===== src/rtl/serial_adder_pkg.sv =====
// rtl/serial_adder_pkg.sv - shared types and sizing helpers for the serial adder
//
// Purpose: FSM state type and elaboration-time helpers used by serial_adder.
// Ports:   none (package)

package serial_adder_pkg;

   typedef enum logic [1:0] {
      IDLE = 2'd0,
      RUN  = 2'd1,
      DONE = 2'd2
   } state_t;

   // Number of clocked steps needed to cover the full operand width.
   function automatic int steps_of(input int width, input int digit);
      return width / digit;
   endfunction

   // One extra bit beyond the index range so the counter can never wrap.
   function automatic int cnt_width(input int steps);
      return $clog2(steps) + 1;
   endfunction

endpackage


===== src/rtl/serial_adder_full_adder.sv =====
// rtl/serial_adder_full_adder.sv - single-bit full adder cell
//
// Purpose: one-bit full adder, chained by serial_adder to form a DIGIT-bit ripple chain.
// Ports:   a, b, cin  - addend bits and carry in
//          sum, cout  - sum bit and carry out

module full_adder (
   input  logic a,
   input  logic b,
   input  logic cin,
   output logic sum,
   output logic cout
);

   assign sum  = a ^ b ^ cin;
   assign cout = (a & b) | (cin & (a ^ b));

endmodule


===== src/rtl/serial_adder.sv =====
// rtl/serial_adder.sv - digit-serial adder with valid/ready handshake
//
// Purpose: adds two WIDTH-bit operands plus carry-in, DIGIT bits per clock,
//          over WIDTH/DIGIT steps, and reports carry-out and signed overflow.
// Ports:   clk, rst                 - clock, synchronous active-high reset
//          in_valid, in_ready       - operand handshake (a, b, cin)
//          a, b, cin                - operands and carry into bit 0
//          out_valid, out_ready     - result handshake (sum, cout, overflow)
//          sum, cout, overflow      - result, carry out of MSB, signed overflow

module serial_adder
   import serial_adder_pkg::*;
#(
   parameter int WIDTH = 8,
   parameter int DIGIT = 1
) (
   input  logic             clk,
   input  logic             rst,
   input  logic             in_valid,
   output logic             in_ready,
   input  logic [WIDTH-1:0] a,
   input  logic [WIDTH-1:0] b,
   input  logic             cin,
   output logic             out_valid,
   input  logic             out_ready,
   output logic [WIDTH-1:0] sum,
   output logic             cout,
   output logic             overflow
);

   if (WIDTH < 2 || DIGIT < 1 || DIGIT > WIDTH || (WIDTH % DIGIT) != 0) begin : g_bad_params
      $error("serial_adder: illegal WIDTH/DIGIT combination");
   end

   localparam int STEPS = steps_of(WIDTH, DIGIT);
   localparam int CW    = cnt_width(STEPS);

   state_t           state;
   logic [CW-1:0]    cnt;
   logic [WIDTH-1:0] a_sh;
   logic [WIDTH-1:0] b_sh;
   logic [WIDTH-1:0] res_sh;
   logic             carry;

   logic [DIGIT:0]   c;
   logic [DIGIT-1:0] dsum;
   logic [WIDTH-1:0] res_next;

   // Ripple chain over the current low digit of the operand shift registers.
   assign c[0] = carry;

   for (genvar i = 0; i < DIGIT; i++) begin : g_chain
      full_adder u_fa (
         .a    (a_sh[i]),
         .b    (b_sh[i]),
         .cin  (c[i]),
         .sum  (dsum[i]),
         .cout (c[i+1])
      );
   end

   // New digit enters at the top; after STEPS shifts the first digit sits at bit 0.
   assign res_next = (WIDTH'(dsum) << (WIDTH - DIGIT)) | (res_sh >> DIGIT);

   always_ff @(posedge clk) begin
      if (rst) begin
         state     <= IDLE;
         cnt       <= '0;
         a_sh      <= '0;
         b_sh      <= '0;
         res_sh    <= '0;
         carry     <= 1'b0;
         sum       <= '0;
         cout      <= 1'b0;
         overflow  <= 1'b0;
         in_ready  <= 1'b1;
         out_valid <= 1'b0;
      end else begin
         case (state)
            IDLE: begin
               if (in_valid) begin
                  a_sh     <= a;
                  b_sh     <= b;
                  carry    <= cin;
                  cnt      <= '0;
                  res_sh   <= '0;
                  in_ready <= 1'b0;
                  state    <= RUN;
               end
            end
            RUN: begin
               a_sh   <= a_sh >> DIGIT;
               b_sh   <= b_sh >> DIGIT;
               carry  <= c[DIGIT];
               res_sh <= res_next;
               if (cnt == CW'(STEPS - 1)) begin
                  sum       <= res_next;
                  cout      <= c[DIGIT];
                  // c[DIGIT-1] is the carry into the MSB on the last step.
                  overflow  <= c[DIGIT] ^ c[DIGIT-1];
                  out_valid <= 1'b1;
                  state     <= DONE;
               end else begin
                  cnt <= cnt + CW'(1);
               end
            end
            DONE: begin
               if (out_ready) begin
                  out_valid <= 1'b0;
                  in_ready  <= 1'b1;
                  state     <= IDLE;
               end
            end
            default: begin
               out_valid <= 1'b0;
               in_ready  <= 1'b1;
               state     <= IDLE;
            end
         endcase
      end
   end

endmodule

===== config.mk =====
export PLATFORM = sky130hd
export DESIGN_NAME = serial_adder
export DESIGN_NICKNAME = d
export VERILOG_FILES = /design/src/rtl/serial_adder_pkg.sv /design/src/rtl/serial_adder_full_adder.sv /design/src/rtl/serial_adder.sv
export SDC_FILE = /design/constraint.sdc
export NUM_CORES = 1
export LEC_CHECK = 0
export BUFFER_PORTS_ARGS = -buffer_cell sky130_fd_sc_hd__buf_4
export CORE_MARGIN = 2
export CORE_UTILIZATION = 53
export DETAILED_ROUTE_END_ITERATION = 7
export GPL_ROUTABILITY_DRIVEN = 1
export PLACE_DENSITY = 0.87
export SETUP_SLACK_MARGIN = 0.1
export SYNTH_ARGS = -nofsm -noshare
export SYNTH_HDL_FRONTEND = slang
export SYNTH_SLANG_ARGS = --single-unit

===== constraint.sdc =====
create_clock -name clk -period 1.87 [get_ports clk]
set_input_delay 0.2805 -clock clk [delete_from_list [all_inputs] [get_ports clk]]
set_output_delay 0.2805 -clock clk [all_outputs]
set_load 0.02 [all_outputs]

Yosys cells after proc, flatten, opt, wreduce, memory -nomap -nowiden

Cells that the tools add are included.

Add/subtract/negate cells: 1
Equality and inequality tests: 7
Multiplexer cells: 21
Bitwise operators: 9
Reduce and logical (&&, ||, !) cells: 8

Operators by type and width:

| cell                                                                   | number |
|---|---|
| 8-bit one-hot mux with 2 select lines                                  | 3 |
| 8-bit two-way mux                                                      | 3 |
| 3-bit AND reduction                                                    | 4 |
| 4-bit two-way mux                                                      | 2 |
| 2-bit inequality test (second input constant)                          | 4 |
| 8-bit by 7-bit OR with 8-bit output                                    | 1 |
| 4-bit one-hot mux with 2 select lines                                  | 1 |
| 2-bit two-way mux                                                      | 3 |
| 1-bit one-hot mux with 3 select lines                                  | 2 |
| 2-bit one-hot mux with 3 select lines                                  | 1 |
| 1-bit two-way mux                                                      | 5 |
| 4-bit by 1-bit adder with 4-bit output (second input constant)         | 1 |
| 4-bit by 3-bit equality test with 1-bit output (second input constant) | 1 |
| 2-bit AND reduction                                                    | 2 |
| 1-bit bitwise XOR                                                      | 3 |
| 1-bit bitwise AND                                                      | 2 |
| 2-bit by 1-bit equality test with 1-bit output (second input constant) | 1 |
| 2-bit equality test (second input constant)                            | 1 |
| 2-bit logical NOT                                                      | 1 |
| 1-bit inverter                                                         | 2 |
| 1-bit one-hot mux with 2 select lines                                  | 1 |
| 2-bit nonzero test                                                     | 1 |
| 1-bit OR                                                               | 1 |

Flip-flop bits (word level): 43
Input port bits: 21
Output and inout port bits: 12
Logic and storage cells: 57

Depth between registers and ports, before layout

Gate-level depths: netlist of the first run.

Depth after elaboration: 4
Depth in mapped cells: 6
Gate-level depth less buffers: 4

By module

Synthesis of the first run repeated with hierarchy kept, for this count alone.

Cell total of the unflattened synthesis: 205
Area, all modules: 1722.9 um^2

By module, submodules not included:

| module       | times used | cells an instance | area an instance (um^2) | sequential area each (um^2) |
|---|---|---|---|---|
| serial_adder | 1          | 204               | 1702.9                  | 840.8 |
| full_adder   | 1          | 1                 | 20.0                    | 0.0 |

Worst setup path after synthesis of the first run

Ideal clock, no wire load.

Kind: register to register
Start: register cnt[0]
End: register cnt[0]
Library setup time: 69 ps
Arrival time: 1349 ps
Data required time: 1801 ps
Setup slack: 452 ps
Cell stages (with the launch flop): 6
Buffers on the path: 1
Period minus slack after synthesis: 1418 ps
Path through: dfxtp_1 ha_1 and3b_1 clkbuf_1 or4_1 o21ai_1

Longest elaborated chain between the ends: 3
Elaborated cells on any way between the ends: 6
Those cells by class: add/sub: 1; eq/ne: 2; mux: 2; reduce/logical: 1

RTL lines:

| element                                                                                                  | RTL line                                | source |
|---|---|---|
| start, declared                                                                                          | serial_adder.sv:39                      | `logic [CW-1:0] cnt;` |
| start signal, assigned                                                                                   | serial_adder.sv:104                     | `cnt <= cnt + CW'(1);` |
| 4-bit by 1-bit adder with 4-bit output or 4-bit by 3-bit equality test with 1-bit output (tied branches) | serial_adder.sv:104, serial_adder.sv:96 |  |
| 4-bit two-way mux or 2-bit inequality test (tied branches)                                               | n/a                                     |  |
| 4-bit one-hot mux with 2 select lines or 3-bit AND reduction (tied branches)                             | n/a                                     |  |

Several ways; a longest one is shown, not always the timed one. The select of a mux whose other input is x is not followed.
A chain may end at the register's enable or synchronous reset.

Worst setup path in the final report of the first run

Start: register cnt[0]
End: register cnt[1]

Same word-level chain as after synthesis.

==> qor.log, run 1 <==
[drt] wire length after detailed routing 3500 µm
[synth] most frequent cell after synthesis sky130_fd_sc_hd__a21oi_1
[die] number of top-level design ports 33
[cts] number of cells upsized or downsized after cts 0
[worst_hold_path] worst min-delay path endpoint a_sh[7]$_SDFFE_PP0P_
[drt] Antenna Nets Post-Route 0
[sta] final max-slew violation count 0
[critical_path] slack of the worst reg-to-reg path 0.29 ns
[power_and_ir_drop] Internal 1330 µW
[die] die extent in y 61.0 µm
[grt] via count of the first global-routing pass 1412
[grt] overall overflow remaining after global route 0
[sta] Final Setup Violations 0
[cts] library cell used as clock root buffer sky130_fd_sc_hd__clkbuf_4
[cts] number of clock sinks 42
[die] core footprint 3080 µm²
[synth] number of register bits inferred by synthesis 42
[sta] highest clock rate 0.631 GHz
[sta] transition time at the pin with the least slew margin 0.506 ns
[critical_path] Crit. End Element register
[grt] wire length of the first global-routing pass 5950 µm
[power_and_ir_drop] net switching power 406 µW
[critical_path] peak fanout along the critical path 15
[place] port bufs 32
[cts] clock-pin slew of the registers on the worst-case setup and hold paths 0.12 ns
[worst_hold_path] hold path startpoint a[7]
[die] area of the die 3720 µm²
[final_layout] Syn-to-layout area delta 19.1%
[critical_path] Worst Setup SP cnt[0]$_SDFFE_PP0P_
[final_layout] Inserted Diodes 0
[power_and_ir_drop] highest ir drop seen on vdd 0.455 mV
[worst_hold_path] Hold Path Cell Cnt 3
[critical_path] Crit Path Class register to register
[critical_path] element type at the critical path start register
[synth] fraction of registers with async set/reset 0
[cts] TritonCTS clock tree yes
[power_and_ir_drop] Power per Cell Area 847 nW/µm²
[synth] cells after synthesis 204
[critical_path] Worst R2R End cnt[1]$_SDFFE_PP0P_
[cts] number of buffers on the longest clock path 2
[job] number of max-cap violations 0
[cts] clock latency on the worst-skew pair 0.34 ns
[synth] net count after synthesis 227
[synth] most instantiated cells after synthesis 44 x sky130_fd_sc_hd__a21oi_1, 42 x sky130_fd_sc_hd__dfxtp_1, 25 x sky130_fd_sc_hd__o21ai_0, 18 x sky130_fd_sc_hd__nand2_1, 13 x sky130_fd_sc_hd__nand3_1
[critical_path] required time of the worst setup path 2.15 ns
[sta] unrepaired setup endpoints after global routing no
[sta] time the worst path needs with I/O delays and setup 1.58 ns
[power_and_ir_drop] leakage power 0.000806 µW
[die] floorplan row count 20
[final_layout] fin nets 253
[power_and_ir_drop] proportion of power drawn by the clock network 0.335
[die] starting density of the core 0.559
[synth] Synth warnings 0
[synth] post-synthesis cell type count 33
[power_and_ir_drop] share of total power consumed by net switching 0.234
[place] routability congestion estimate 0.731
[run_status] result of the run complete, no violations
[sta] part of the cycle the worst path needs 0.847
[grt] antenna violations before repair 0
[sta] total negative slack 0 ns
[grt] global-route usage over all layers 0.220
[drt] mean number of vias per cell 5.51
[synth] fraction of synthesized cell area taken by the top area cell type 0.489
[sta] final hold vios 0
[drt] via total after detailed routing 1509
[grt] pin count of the biggest net entering global routing 26
[drt] wire per inst 12.8 µm
[synth] post-synth top area cell sky130_fd_sc_hd__dfxtp_1
[cts] hold bufs inserted after CTS 0
[cts] TritonCTS buffer count 5
[drt] number of design-rule violations left by the first detailed-router iteration 72
[power_and_ir_drop] sequential fraction of design power 0.553
[cts] setup bufs post-CTS 0
[synth] post-synthesis area per instance 8.43 µm²
[worst_hold_path] worst min-delay path category primary input to register
[place] post-detail-place hpwl 2400 µm
[cts] maximum level of the CTS H-tree 2
[critical_path] Reg-to-Reg Start cnt[0]$_SDFFE_PP0P_
[critical_path] R2R depth 4
[final_layout] layout cells sized above 1 0.213
[sta] Final Hold Slack 0.164 ns
[critical_path] arrival time of data at the critical path endpoint 1.87 ns
[synth] number of enable flip-flop cells after synthesis 0
[synth] share of the yosys chip area belonging to registers 0.489
[power_and_ir_drop] combinational power share 0.113
[synth] dominant register cell in the synthesized netlist sky130_fd_sc_hd__dfxtp_1
[sta] worst clock skew on the final layout 0.0109 ns
[drt] detailed-routing iteration count for the pre-antenna-repair pass 4
[die] width of the die 61.0 µm
[synth] top area cells in the synthesized netlist sky130_fd_sc_hd__dfxtp_1 49%, sky130_fd_sc_hd__a21oi_1 13%, sky130_fd_sc_hd__o21ai_0 7.3%
[sta] Slew headroom 0.662
[synth] area of the mapped netlist 1720 µm²
[drt] final routed DRC violation total 0
-- critical path: stages (launching register included) --
cell,delay (ns)
sky130_fd_sc_hd__dfxtp_1,0.36
sky130_fd_sc_hd__ha_1,0.25
sky130_fd_sc_hd__and3b_2,0.31
sky130_fd_sc_hd__a21oi_1,0.37
sky130_fd_sc_hd__mux2i_1,0.23
-- power groups by stage --
stage	logic [µW]	clock network (µW)	registers [µW]
2_1_floorplan	133	0	972
3_3_place_gp	188	0	977
3_5_place_dp	193	0	978
4_1_cts	195	599	959
5_1_grt	220	640	964
6_report	195	581	959
-- metal layers --
layer	global-route usage	vias up	part of all wire
met5	0	-	0
met4	0.0839	0	0.015
met3	0.0704	6	0.066
li1	-	776	-
met2	0.363	53	0.46
met1	0.270	674	0.46
-- cell usage in the layout, fill, tap and decap left out, types with 2 or more instances in the layout --
cell | synthesis | routed
sky130_fd_sc_hd__a21oi_1 | 44 | 44
sky130_fd_sc_hd__a22oi_1 | 10 | 10
sky130_fd_sc_hd__nand2_1 | 18 | 18
sky130_fd_sc_hd__o21ai_0 | 25 | 25
sky130_fd_sc_hd__buf_4 | 1 | 37
sky130_fd_sc_hd__nand3_1 | 13 | 13
sky130_fd_sc_hd__clkbuf_4 | 0 | 5
sky130_fd_sc_hd__dfxtp_1 | 42 | 42
sky130_fd_sc_hd__nor2_1 | 11 | 11
sky130_fd_sc_hd__or4_1 | 2 | 2
-- cell type report --
class                      count  area [µm²]
fill                         280        1030
sequential                    42         841
multi-input combinational    143         790
timing repair buffer          37         278
tap                           44        55.1
clock buffer                   6        51.3
clock inverter                 1        30.0
inverter                       1        3.75
-- registers in the layout (all words and copies together) (netlist names), 2 cells and up --
register,count
cnt,4
state,2
res_sh,7
a_sh,8
b_sh,8
sum,8
-- how the worst max path moves through the flow --
| stage | depth (start not counted) | to | slack, ns |
|---|---|---|---|
| 2_1_floorplan | 5 | cnt[0]$_SDFFE_PP0P_ | 0.45 |
| 4_1_cts | 4 | cnt[2]$_SDFFE_PP0P_ | 0.20 |
| 3_5_place_dp | 4 | cnt[2]$_SDFFE_PP0P_ | 0.25 |
| 6_report | 4 | cnt[1]$_SDFFE_PP0P_ | 0.29 |
| 5_1_grt | 4 | cnt[1]$_SDFFE_PP0P_ | 0.21 |
| 3_3_place_gp | 4 | state[0]$_SDFFE_PP0P_ | 0.34 |
-- per-stage QoR --
step / worst slack, ns / area (µm²) / util / std cells / total power (µW)
2_1_floorplan: 0.452 / 1720 / - / 204 / 1100
3_3_place_gp: 0.337 / 1960 / 0.638 / 267 / 1170
3_5_place_dp: 0.253 / 1960 / 0.638 / 267 / 1170
4_1_cts: 0.205 / 2050 / 0.665 / 274 / 1750
5_1_grt: 0.206 / 2050 / 0.665 / 274 / 1820
6_report: 0.286 / 2050 / 0.665 / 274 / 1740
-- cells by family (layout without fill, tap and decap cells) --
group	after synthesis	after routing	synth area share
buffers and inverters	19	45	0.0531
and+or+nand+nor	52	52	0.146
xor gates and xnor gates	1	1	0.00510
muxes	1	1	0.00582
DFF	42	42	0.489
AOI/OAI and AO/OA	87	87	0.282
adders and majority gates	2	2	0.0189
Note: power is estimated with default switching activity, not from simulation.
==> inputs of run 2 (changes only) <==
- ABC_AREA: default -> 1
- CORE_UTILIZATION: 53 -> 49
- PLACE_DENSITY: 0.87 -> 0.84
- clock period: 1.87 -> 1.35 ns (I/O delays scaled with it)
==> run 2 against run 1 <==
- final cell count up 26%
- sequential cell count unchanged
- first-iteration DRC count up 4.2%
- clock skew up 0.00072 ns
- critical path type unchanged
==> qor.log, run 2 <==
[critical_path] Slowest-stage cell, CP sky130_fd_sc_hd__dfxtp_2
[synth] number of register bits inferred by synthesis 42 [unchanged]
[critical_path] arrival time of data at the critical path endpoint 1.49 ns [-0.38 ns]
[power_and_ir_drop] combinational power share 0.157 [+0.044]
[final_layout] fin nets 320 [+26%]
[critical_path] buffer and inverter count on the worst path 1 [+1]
[synth] Post-Synth Adder-Cell Area 0.0182 [-0.000716]
[synth] most frequent cell after synthesis sky130_fd_sc_hd__nor2_1
[sta] part of the cycle the worst path needs 0.900 [+0.0530]
[synth] post-synthesis area per instance 6.98 µm² [-17%]
[place] routability congestion estimate 0.768 [+5.1%]
[synth] top area cells in the synthesized netlist sky130_fd_sc_hd__dfxtp_1 47%, sky130_fd_sc_hd__nor2_1 21%, sky130_fd_sc_hd__nand2_1 6.7%
[synth] share of the yosys chip area belonging to registers 0.471 [-0.0185]
[grt] wire length of the first global-routing pass 6220 µm [+4.5%]
[final_layout] highest-count cells in the layout ignoring fill and taps 99 x sky130_fd_sc_hd__nor2_1, 42 x sky130_fd_sc_hd__buf_4, 36 x sky130_fd_sc_hd__dfxtp_1
[critical_path] required time of the worst setup path 1.62 ns [-0.53 ns]
[synth] post-synthesis cell type count 23 [-30%]
[synth] most instantiated cells after synthesis 101 x sky130_fd_sc_hd__nor2_1, 42 x sky130_fd_sc_hd__dfxtp_1, 32 x sky130_fd_sc_hd__nand2_1, 16 x sky130_fd_sc_hd__o21ai_0, 13 x sky130_fd_sc_hd__a21oi_1
[cts] number of buffers on the longest clock path 2 [unchanged]
[drt] detailed-routing iteration count for the pre-antenna-repair pass 4 [unchanged]
[cts] clock-pin slew of the registers on the worst-case setup and hold paths 0.13 ns [about the same]
[drt] Antenna Nets Post-Route 0 [unchanged]
[synth] dominant combinational cell family by area after synthesis simple AND/OR/NAND/NOR gates
[cts] maximum level of the CTS H-tree 2 [unchanged]
[cts] TritonCTS buffer count 5 [unchanged]
[sta] unrepaired setup endpoints after global routing yes
[final_layout] Syn-to-layout area delta 28.9%
[die] starting density of the core 0.523 [-0.0355]
[drt] mean number of vias per cell 4.88 [-11%]
[worst_hold_path] worst min-delay path category primary input to register
[die] number of top-level design ports 33 [unchanged]
[power_and_ir_drop] proportion of power drawn by the clock network 0.318 [-0.017]
[power_and_ir_drop] net switching power 694 µW [+71%]
[die] core footprint 3420 µm² [+11%]
[critical_path] Crit. End Element register
[final_layout] area of all placed cells without fillers 2300 µm² [+12%]
[die] area of the die 4150 µm² [+12%]
[die] floorplan row count 21 [+5.0%]
[synth] Synth Area in XOR/XNOR 0.00490 [-0.000193]
[run_status] result of the run complete, no violations
[drt] final routed DRC violation total 0 [unchanged]
[place] dpl ws 0.0520 ns [-0.201 ns]
[die] die extent in y 64.4 µm [+5.6%]
[synth] fraction of registers with async set/reset 0 [unchanged]
[critical_path] Slowest Stage Delay on Critical Path 0.38 ns [about the same]
[sta] Final Setup Violations 0 [unchanged]
[sta] worst clock skew on the final layout 0.0116 ns [+0.000723 ns]
[place] port bufs 32 [unchanged]
[worst_hold_path] Hold Path Cell Cnt 3 [unchanged]
[cts] library cell used as clock root buffer sky130_fd_sc_hd__clkbuf_4
[synth] post-synth top area cell sky130_fd_sc_hd__dfxtp_1
[synth] number of enable flip-flop cells after synthesis 0 [unchanged]
[drt] number of design-rule violations left by the first detailed-router iteration 75 [+4.2%]
[grt] overall overflow remaining after global route 0 [unchanged]
[final_layout] count of placed standard cells in the final layout, fillers left out 344 [+26%]
[synth] compound-gate portion of the synthesized area 0.114 [-0.168]
[cts] TritonCTS clock tree yes
[final_layout] registers with the most flip-flops a_sh: 8 flops, b_sh: 8 flops, sum: 8 flops
[drt] wire per inst 10.6 µm [-17%]
[cts] hold bufs inserted after CTS 0 [unchanged]
[grt] global-route usage over all layers 0.188 [-0.0320]
[critical_path] element type at the critical path start register
[drt] via total after detailed routing 1680 [+11%]
[place] post-detailed-placement cell area 2110 µm² [+7.5%]
[power_and_ir_drop] highest ir drop seen on vdd 0.756 mV [+66%]
[power_and_ir_drop] share of total power consumed by net switching 0.270 [+0.0361]
[critical_path] R2R depth 7 [+3]
[power_and_ir_drop] overall power consumption 2570 µW [+48%]
[job] number of max-cap violations 0 [unchanged]
[drt] wire length after detailed routing 3630 µm [+3.7%]
[synth] dominant register cell in the synthesized netlist sky130_fd_sc_hd__dfxtp_1
[power_and_ir_drop] leakage power 0.00102 µW [+27%]
[die] width of the die 64.4 µm [+5.6%]
[synth] cells after synthesis 256 [+25%]
[grt] pin count of the biggest net entering global routing 21 [-19%]
[sta] transition time at the pin with the least slew margin 0.217 ns [-0.289 ns]
[sta] Worst Setup Slack, final 0.135 ns [-0.151 ns]
[power_and_ir_drop] Power per Cell Area 1120 nW/µm² [+32%]
[final_layout] layout cells sized above 1 0.268 [+0.0554]
[sta] time the worst path needs with I/O delays and setup 1.21 ns [-0.369 ns]
[synth] Synth warnings 0 [unchanged]
[place] post-detail-place hpwl 2460 µm [+2.8%]
[critical_path] Crit Path Class register to register
[sta] total negative slack 0 ns [unchanged]
[synth] area of the mapped netlist 1790 µm² [+3.9%]
[sta] highest clock rate 0.823 GHz [+30%]
[critical_path] kind of cell adding the most delay to the critical path flip-flops
[synth] share of cell area taken by muxes after synthesis 0 [-0.00582]
[power_and_ir_drop] Internal 1880 µW [+41%]
[synth] net count after synthesis 279 [+23%]
[sta] final hold vios 0 [unchanged]
[synth] simple logic cell fraction of the synthesized area 0.323 [+0.177]
[sta] final max-slew violation count 0 [unchanged]
[final_layout] leading cell type in the layout, fill and taps excluded sky130_fd_sc_hd__nor2_1
[critical_path] Stages on worst setup path 7 [+3]
[critical_path] worst-path cell chain ha_4 > nand2_2 > nor2_4 > nand2_4 > buf_6 > o21ai_2 > nor2_1
[place] # placed instances 334 [+25%]
[grt] antenna violations before repair 0 [unchanged]
[grt] via count of the first global-routing pass 1501 [+6.3%]
[critical_path] peak fanout along the critical path 6 [-9]
[synth] fraction of synthesized cell area taken by the top area cell type 0.471 [-0.0185]
[cts] clock latency on the worst-skew pair 0.36 ns [+0.02 ns]
[final_layout] Inserted Diodes 0 [unchanged]
[sta] Slew headroom 0.854 [+0.192]
[cts] number of clock sinks 42 [unchanged]
[power_and_ir_drop] sequential fraction of design power 0.524 [-0.029]
## run 2: changes by cell type in the layout (fill, tap and decap cells not counted), sizes merged, moves of 2 or more
cell      delta
nand2b       -2
a21oi       -31
nand2       +14
or4          -2
clkinvlp     +2
nor2        +91
inv         +13
buf          +8
a22oi       -10
nand3        -5
## run 2: path summary, 6_finish.rpt
kind,startpoint,slack [ns],endpoint
worst max-delay path,cnt[1]$_SDFFE_PP0P_,0.14,sum[0]$_SDFFE_PP0P_
worst max register to register,cnt[1]$_SDFFE_PP0P_,0.14,sum[0]$_SDFFE_PP0P_
worst min register to register,in_ready$_SDFFE_PP1P_,0.46,in_ready$_SDFFE_PP1P_
worst min-delay path,a[7],0.09,a_sh[7]$_SDFFE_PP0P_
## run 2: area by class of cell
type / instances / area, µm²
clock inverter: 3 / 45.0
tap: 46 / 57.6
inverter: 15 / 61.3
clock buffer: 5 / 37.5
multi-input combinational: 188 / 890
sequential: 42 / 853
fill: 321 / 1110
timing repair buffer: 45 / 358
## run 2: what timing repair did
| item | 4_1_cts | 5_1_grt |
|---|---|---|
| setup endpoints to repair | 9 | 26 |
| resized for setup | 7 | 23 |
| buffers inserted | 0 | 2 |
| pin swaps | 0 | 9 |
## run 2: power groups by stage
stage                     logic [µW]  registers, µW  clock network, µW
after global placement           363           1370                  0
final                            405           1350                818
after floorplan                  247           1370                  0
after global routing             463           1360                893
after CTS                        377           1340                837
after detailed placement         372           1370                  0
## run 2: layer usage
layer	wire [µm]	vias to the layer above	track usage
met5	0	-	0
met4	34	0	0.0399
met3	229	4	0.0563
met2	1800	47	0.342
met1	1570	743	0.217
li1	-	886	-
## run 2: cells by family after synthesis
family,count (synthesis)
adders and majority gates,2
and+or+nand+nor,145
DFF,42
buffers and inverters,26
AOI/OAI and AO/OA,40
xor gates and xnor gates,1
## run 2: metrics by stage
stage / hold WS (ns) / util
2_1_floorplan: 0.272 / -
3_3_place_gp: 0.430 / 0.618
3_5_place_dp: 0.447 / 0.618
4_1_cts: 0.0837 / 0.646
5_1_grt: 0.101 / 0.674
6_report: 0.0903 / 0.674
## run 2: worst register-to-register path, delay by kind of cell, from the launching register on
kind / cells / cell delay, ns
buffers and inverters: 1 / 0.14
and+or+nand+nor: 4 / 0.35
DFF: 1 / 0.38
AOI/OAI and AO/OA: 1 / 0.11
adders and majority gates: 1 / 0.15
